File: src/rtl/mem_cmd_pkg.sv
// Shared types and constants for the memory command sequencer.
//   state_t : sequencer FSM states
//   cmd_t   : one queued command {op, addr, wdata}, 12 bits
package mem_cmd_pkg;

  localparam int   ADDR_W   = 3;
  localparam int   DATA_W   = 8;
  localparam logic OP_READ  = 1'b0;
  localparam logic OP_WRITE = 1'b1;

  typedef enum logic [1:0] {
    IDLE,
    ISSUE,
    WAIT,
    RESP
  } state_t;

  typedef struct packed {
    logic              op;
    logic [ADDR_W-1:0] addr;
    logic [DATA_W-1:0] wdata;
  } cmd_t;

endpackage

File: src/rtl/mem_cmd_fifo.sv
// Synchronous command FIFO.
//   i_clock/i_reset_n : clock, async active-low reset
//   i_push/i_push_data: enqueue (ignored when full)
//   i_pop/o_head      : dequeue / current head entry (ignored when empty)
//   o_full/o_empty/o_count : occupancy, all derived from the registered count
module mem_cmd_fifo
  import mem_cmd_pkg::*;
#(
  parameter int DEPTH = 4
) (
  input  logic                     i_clock,
  input  logic                     i_reset_n,
  input  logic                     i_push,
  input  cmd_t                     i_push_data,
  input  logic                     i_pop,
  output cmd_t                     o_head,
  output logic                     o_full,
  output logic                     o_empty,
  output logic [$clog2(DEPTH):0]   o_count
);

  localparam int PW = $clog2(DEPTH);
  localparam int CW = PW + 1;

  cmd_t          mem_q [DEPTH];
  logic [PW-1:0] wr_ptr_q, wr_ptr_d;
  logic [PW-1:0] rd_ptr_q, rd_ptr_d;
  logic [CW-1:0] count_q, count_d;
  logic          do_push, do_pop;

  assign do_push = i_push && !o_full;
  assign do_pop  = i_pop && !o_empty;

  always_comb begin
    wr_ptr_d = wr_ptr_q;
    rd_ptr_d = rd_ptr_q;
    count_d  = count_q;
    if (do_push) wr_ptr_d = wr_ptr_q + PW'(1);
    if (do_pop)  rd_ptr_d = rd_ptr_q + PW'(1);
    if (do_push && !do_pop)      count_d = count_q + CW'(1);
    else if (do_pop && !do_push) count_d = count_q - CW'(1);
  end

  always_ff @(posedge i_clock or negedge i_reset_n) begin
    if (!i_reset_n) begin
      wr_ptr_q <= '0;
      rd_ptr_q <= '0;
      count_q  <= '0;
    end else begin
      wr_ptr_q <= wr_ptr_d;
      rd_ptr_q <= rd_ptr_d;
      count_q  <= count_d;
    end
  end

  // Storage needs no reset: an entry is only ever read after it was written.
  always_ff @(posedge i_clock) begin
    if (do_push) mem_q[wr_ptr_q] <= i_push_data;
  end

  assign o_head  = mem_q[rd_ptr_q];
  assign o_count = count_q;
  assign o_full  = (count_q == CW'(DEPTH));
  assign o_empty = (count_q == '0);

endmodule

File: src/rtl/mem_cmd_sequencer.sv
// Command front-end for the 8-byte memory driver.
//   i_cmd_*   : command input, valid/ready, buffered in mem_cmd_fifo
//   o_rsp_*   : read response output, valid/ready
//   o_select/o_operation/o_addr/o_data : driver pins, held HOLD_CYCLES per command
//   i_mem_data: driver read data, sampled RD_LATENCY cycles after first select cycle
//   o_busy    : FIFO non-empty or FSM not idle
//
// state | meaning
// IDLE  | waiting for a queued command; pops it on the way to ISSUE
// ISSUE | select high, pins driven from the command register
// WAIT  | select low, pins held, read latency still counting
// RESP  | read response presented until accepted
module mem_cmd_sequencer
  import mem_cmd_pkg::*;
#(
  parameter int DEPTH       = 4,
  parameter int HOLD_CYCLES = 2,
  parameter int RD_LATENCY  = 2
) (
  input  logic              i_clock,
  input  logic              i_reset_n,
  input  logic              i_cmd_valid,
  output logic              o_cmd_ready,
  input  logic              i_cmd_op,
  input  logic [ADDR_W-1:0] i_cmd_addr,
  input  logic [DATA_W-1:0] i_cmd_wdata,
  output logic              o_rsp_valid,
  input  logic              i_rsp_ready,
  output logic [DATA_W-1:0] o_rsp_data,
  output logic [ADDR_W-1:0] o_rsp_addr,
  output logic              o_select,
  output logic              o_operation,
  output logic [ADDR_W-1:0] o_addr,
  output logic [DATA_W-1:0] o_data,
  input  logic [DATA_W-1:0] i_mem_data,
  output logic              o_busy
);

  localparam int CW = $clog2(DEPTH) + 1;
  localparam int HW = $clog2(HOLD_CYCLES + 1);
  localparam int LW = $clog2(RD_LATENCY + 1);

  cmd_t          fifo_wr, fifo_head;
  logic          fifo_full, fifo_empty, fifo_pop;
  logic [CW-1:0] fifo_count;

  state_t            state_q, state_d;
  cmd_t              cmd_q, cmd_d;
  logic [HW-1:0]     hold_q, hold_d;
  logic [LW-1:0]     lat_q, lat_d;
  logic              select_q, select_d;
  logic              rsp_valid_q, rsp_valid_d;
  logic [DATA_W-1:0] rsp_data_q, rsp_data_d;
  logic [ADDR_W-1:0] rsp_addr_q, rsp_addr_d;
  logic              sample;

  assign fifo_wr = '{op: i_cmd_op, addr: i_cmd_addr, wdata: i_cmd_wdata};

  mem_cmd_fifo #(.DEPTH(DEPTH)) u_fifo (
    .i_clock     (i_clock),
    .i_reset_n   (i_reset_n),
    .i_push      (i_cmd_valid && o_cmd_ready),
    .i_push_data (fifo_wr),
    .i_pop       (fifo_pop),
    .o_head      (fifo_head),
    .o_full      (fifo_full),
    .o_empty     (fifo_empty),
    .o_count     (fifo_count)
  );

  // Read data is taken on the edge where the latency counter reaches 0.
  assign sample = (state_q == ISSUE || state_q == WAIT) && (cmd_q.op == OP_READ)
                  && (lat_q == LW'(1));

  always_comb begin
    state_d     = state_q;
    cmd_d       = cmd_q;
    hold_d      = hold_q;
    lat_d       = lat_q;
    select_d    = select_q;
    rsp_valid_d = rsp_valid_q;
    rsp_data_d  = rsp_data_q;
    rsp_addr_d  = rsp_addr_q;
    fifo_pop    = 1'b0;

    if (sample) begin
      rsp_data_d = i_mem_data;
      rsp_addr_d = cmd_q.addr;
    end

    unique case (state_q)
      IDLE: begin
        if (!fifo_empty) begin
          fifo_pop = 1'b1;
          cmd_d    = fifo_head;
          // Reads drive zero on the data pins.
          if (fifo_head.op == OP_READ) cmd_d.wdata = '0;
          hold_d   = HW'(HOLD_CYCLES);
          lat_d    = LW'(RD_LATENCY);
          select_d = 1'b1;
          state_d  = ISSUE;
        end
      end
      ISSUE: begin
        hold_d = hold_q - HW'(1);
        if (lat_q != '0) lat_d = lat_q - LW'(1);
        if (hold_q == HW'(1)) begin
          select_d = 1'b0;
          if (cmd_q.op == OP_WRITE) begin
            state_d = IDLE;
          end else if (lat_q <= LW'(1)) begin
            rsp_valid_d = 1'b1;
            state_d     = RESP;
          end else begin
            state_d = WAIT;
          end
        end
      end
      WAIT: begin
        if (lat_q != '0) lat_d = lat_q - LW'(1);
        if (lat_q == LW'(1)) begin
          rsp_valid_d = 1'b1;
          state_d     = RESP;
        end
      end
      RESP: begin
        if (i_rsp_ready) begin
          rsp_valid_d = 1'b0;
          state_d     = IDLE;
        end
      end
      default: state_d = IDLE;
    endcase
  end

  always_ff @(posedge i_clock or negedge i_reset_n) begin
    if (!i_reset_n) begin
      state_q     <= IDLE;
      cmd_q       <= '0;
      hold_q      <= '0;
      lat_q       <= '0;
      select_q    <= 1'b0;
      rsp_valid_q <= 1'b0;
      rsp_data_q  <= '0;
      rsp_addr_q  <= '0;
    end else begin
      state_q     <= state_d;
      cmd_q       <= cmd_d;
      hold_q      <= hold_d;
      lat_q       <= lat_d;
      select_q    <= select_d;
      rsp_valid_q <= rsp_valid_d;
      rsp_data_q  <= rsp_data_d;
      rsp_addr_q  <= rsp_addr_d;
    end
  end

  assign o_cmd_ready = !fifo_full;
  assign o_select    = select_q;
  assign o_operation = cmd_q.op;
  assign o_addr      = cmd_q.addr;
  assign o_data      = cmd_q.wdata;
  assign o_rsp_valid = rsp_valid_q;
  assign o_rsp_data  = rsp_data_q;
  assign o_rsp_addr  = rsp_addr_q;
  assign o_busy      = (fifo_count != '0) || (state_q != IDLE);

endmodule

File: config.mk
export PLATFORM = sky130hd
export DESIGN_NAME = mem_cmd_sequencer
export DESIGN_NICKNAME = d
export VERILOG_FILES = /design/src/rtl/mem_cmd_pkg.sv /design/src/rtl/mem_cmd_fifo.sv /design/src/rtl/mem_cmd_sequencer.sv
export SDC_FILE = /design/constraint.sdc
export NUM_CORES = 1
export LEC_CHECK = 0
export ABC_AREA = 1
export CAP_MARGIN = 20
export CORE_AREA = 10 10 95 97
export DETAILED_ROUTE_END_ITERATION = 10
export DIE_AREA = 0 0 105 107
export GPL_ROUTABILITY_DRIVEN = 0
export GPL_TIMING_DRIVEN = 0
export HOLD_SLACK_MARGIN = 0.08
export PLACE_DENSITY_LB_ADDON = 0.2
export RECOVER_POWER = 50
export SETUP_SLACK_MARGIN = 0.05
export SYNTH_ARGS = -nofsm -noshare
export SYNTH_HDL_FRONTEND = slang
export SYNTH_SLANG_ARGS = --single-unit
File: constraint.sdc
create_clock -name i_clock -period 6.6 [get_ports i_clock]
set_clock_uncertainty 0.2 [all_clocks]
set_input_delay 0.66 -clock i_clock [delete_from_list [all_inputs] [get_ports i_clock]]
set_output_delay 0.66 -clock i_clock [all_outputs]
set_load 0.03 [all_outputs]
==> results.ini <==
[layout]
synthToLayoutAreaGrowth_pct=21.6
antenna_cells=0
final_nets=498
drive_above_1_share_pct=6.88
fin_cells=564
fill_cells=621

[logic_synthesis]
ys_ff_latch=86
ys_types=27
yosysMostFrequentCell=nand2_1
synthFlopType=edfxtp_1
ys_top_cells_by_area=edfxtp_1 (37%), dfrtp_1 (25%), nand2_1 (12%)
netlist_instances=395
synth_common_cells=nand2_1 (119), inv_1 (67), edfxtp_1 (48)
postSynthAreaPerCell_um2=9.77
synth_edf_count=48
yosysSeqAreaShare_pct=62.0
synth_top_cell_by_area=edfxtp_1
synth_top_area_share_pct=37.3
synth_nets=433
syn_area_um2=3860
synth-async-reset-ratio_pct=44.2
yosys_warnings=0

[timing]
fin_crit_sh_pct=46.2
drv_slew=39
finalCriticalPeriod_ps=3050
setup_viol=0
fin_tns_setup_ps=0
slew_headroom_pct=-33.2
hold_viol=0
rsz0062_at_grt=no
tightest_slew_ps=2000
fmax_ghz=0.328

[place]
port_buffers=50
hpwl_mm=5.61
dp.cells=548

[die]
row_count=31
boundaryPins=51
design.core.area_um2=7140
die_w_um=105
dieArea_um2=11200
start_util_pct=54.1
die_h_um=107

[critical_path]
crit_path_end_kind=output pin
worstPathArrival_ps=2190
crit_slowest_cell=clkdlybuf4s50_1
max_stage_delay_ps=730
crit_chain=inv_1 > ha_1 > nand3_1 > clkdlybuf4s50_1
cp-start-kind=flop
critPathMaxFanout=7
critPathRequiredTime_ps=5740
path_class=reg -> out

[run_status]
status=complete, but fails checks
violations=capacitance limit, slew limit

[clock_tree]
cts_num_sinks=86
postCtsSetupBuffers=0
cts.clk_slew.worst_paths_ps=80
post_cts_resized=0
ctsHoldBuffers=0
insertion_delay_ps=350
clock-root-buffer=clkbuf_8
cts_tree=yes
cts_made_buffers=9
clk_path_buf_depth=2
htreeDepth=3

[global_route]
grt_first_pass_wirelength_mm=13.1
grt_use_total_pct=14.4
grt_pass1_vias=2759
grt_max_degree=39
gr-total-overflow=0
antenna_found_initial=0

[min_path]
hold_class=reg -> reg

[drt]
initialDrtViolationCount=114
routed_wl_mm=7.63
first_pass_iters=4
final_antenna_net_count=0
wl_per_cell_um=13.5
viasPerCell=4.72
drcViolationCount=0
vias=2661

[power]
p_leak_nw=2.23
vdd_drop_max_mv=0.220
p_total_mw=2.27
powerDensity_nw_per_um2=484

[flow_run]
maxCapViolCount=1

[critical path: cells and delay by family (launching register included)]
kind | cells | cell delay [ps]
buf+inv | 2 | 860
flops | 1 | 460
fa+ha+maj | 1 | 260
simple gates | 1 | 250
[cells in the final DEF (no fill, tap or decap), types with 2 or more instances in the layout]
cell type        Yosys  final
clkbuf_8             0      9
ha_1                13     13
edfxtp_1            48     48
xor2_1               3      3
inv_6                0      2
nand2_1            119    120
inv_1               67     68
nor2_1              21     22
a21oi_1              4      4
clkdlybuf4s50_1      0     37
dfrtp_1             38     38
o21ai_1              3      3
nand2_2              2      2
nand3_1             33     33
o21ai_0             21     22
buf_2                4      4
clkbuf_1             1      4
dlygate4sd3_1        0     12
buf_6                4      7
[area by class of cell]
| class | instances | area [um2] | area share, % |
|---|---|---|---|
| timing repair buffer | 54 | 539 | 11.5 |
| tap | 99 | 124 | 2.64 |
| multi-input combinational | 228 | 1100 | 23.5 |
| clock inverter | 7 | 72.6 | 1.55 |
| inverter | 70 | 265 | 5.65 |
| clock buffer | 9 | 124 | 2.64 |
| sequential | 86 | 2390 | 51.0 |
| buffer | 11 | 72.6 | 1.55 |
[worst paths after layout]
kind                       slack [ps]         from           endpoint  cells after the start
hold / removal                    280  o_rsp_valid        o_rsp_valid                      2
hold reg to reg                   280  o_rsp_valid        o_rsp_valid                      2
max in group asynchronous        4390    i_reset_n           lat_q[1]                      1
min in group asynchronous         660    i_reset_n         state_q[0]                      1
setup / recovery                 3550   state_q[0]             o_busy                      4
setup reg to reg                 3670   state_q[0]  u_fifo.o_count[2]                     10
[flip-flops by register name, indices dropped and copies added (netlist names), named ones only]
register and flops:
u_fifo.mem_q 48, u_fifo.rd_ptr_q 2, o_operation 1, u_fifo.wr_ptr_q 2
o_rsp_addr 3, state_q 1, u_fifo.o_count 3, o_addr 3
o_data 8, o_rsp_data 8, lat_q 2, o_rsp_valid 1
hold_q 2, o_select 1
[metal layers]
metal | up-vias | global-route usage [%] | routed length, um | part of all wire (%)
li1 | 1368 | - | - | -
met1 | 1225 | 17.6 | 3460 | 45
met2 | 59 | 24.1 | 3720 | 49
met3 | 9 | 2.99 | 338 | 4.4
met4 | 0 | 6.57 | 108 | 1.4
met5 | - | 0 | 0 | 0
[stage by stage]
| step | utilization (%) | cell area, um2 | setup slack (ps) | hold WS (ps) |
|---|---|---|---|---|
| CTS | 66.1 | 4720 | 3480 | 234 |
| global route | 65.8 | 4690 | 3410 | 316 |
| floorplan | - | 3860 | 4260 | 164 |
| finish | 65.8 | 4690 | 3550 | 275 |
| detailed placement | 63.4 | 4520 | 3850 | 258 |
| global placement | 62.8 | 4480 | 3760 | 254 |
[power breakdown]
part	total (mW)	switching (mW)	internal, mW
registers	0.842	0.0921	0.750
clock network	0.364	0.188	0.176
logic	1.06	0.665	0.400
total	2.27	0.945	1.33
[logic make-up (layout without fill, tap and decap cells)]
| group | count (synthesis) | in the layout | share of synthesized area [%] |
|---|---|---|---|
| AO/OA/AOI/OAI | 29 | 29 | 3.86 |
| XOR/XNOR | 4 | 4 | 0.908 |
| adder cells (fa/ha/maj) | 14 | 14 | 4.73 |
| buffers and inverters | 81 | 151 | 9.04 |
| flip-flops | 86 | 86 | 62.0 |
| multiplexers | 1 | 1 | 0.292 |
| AND/OR/NAND/NOR | 180 | 180 | 19.2 |
Note: power is estimated with default switching activity, not from simulation.
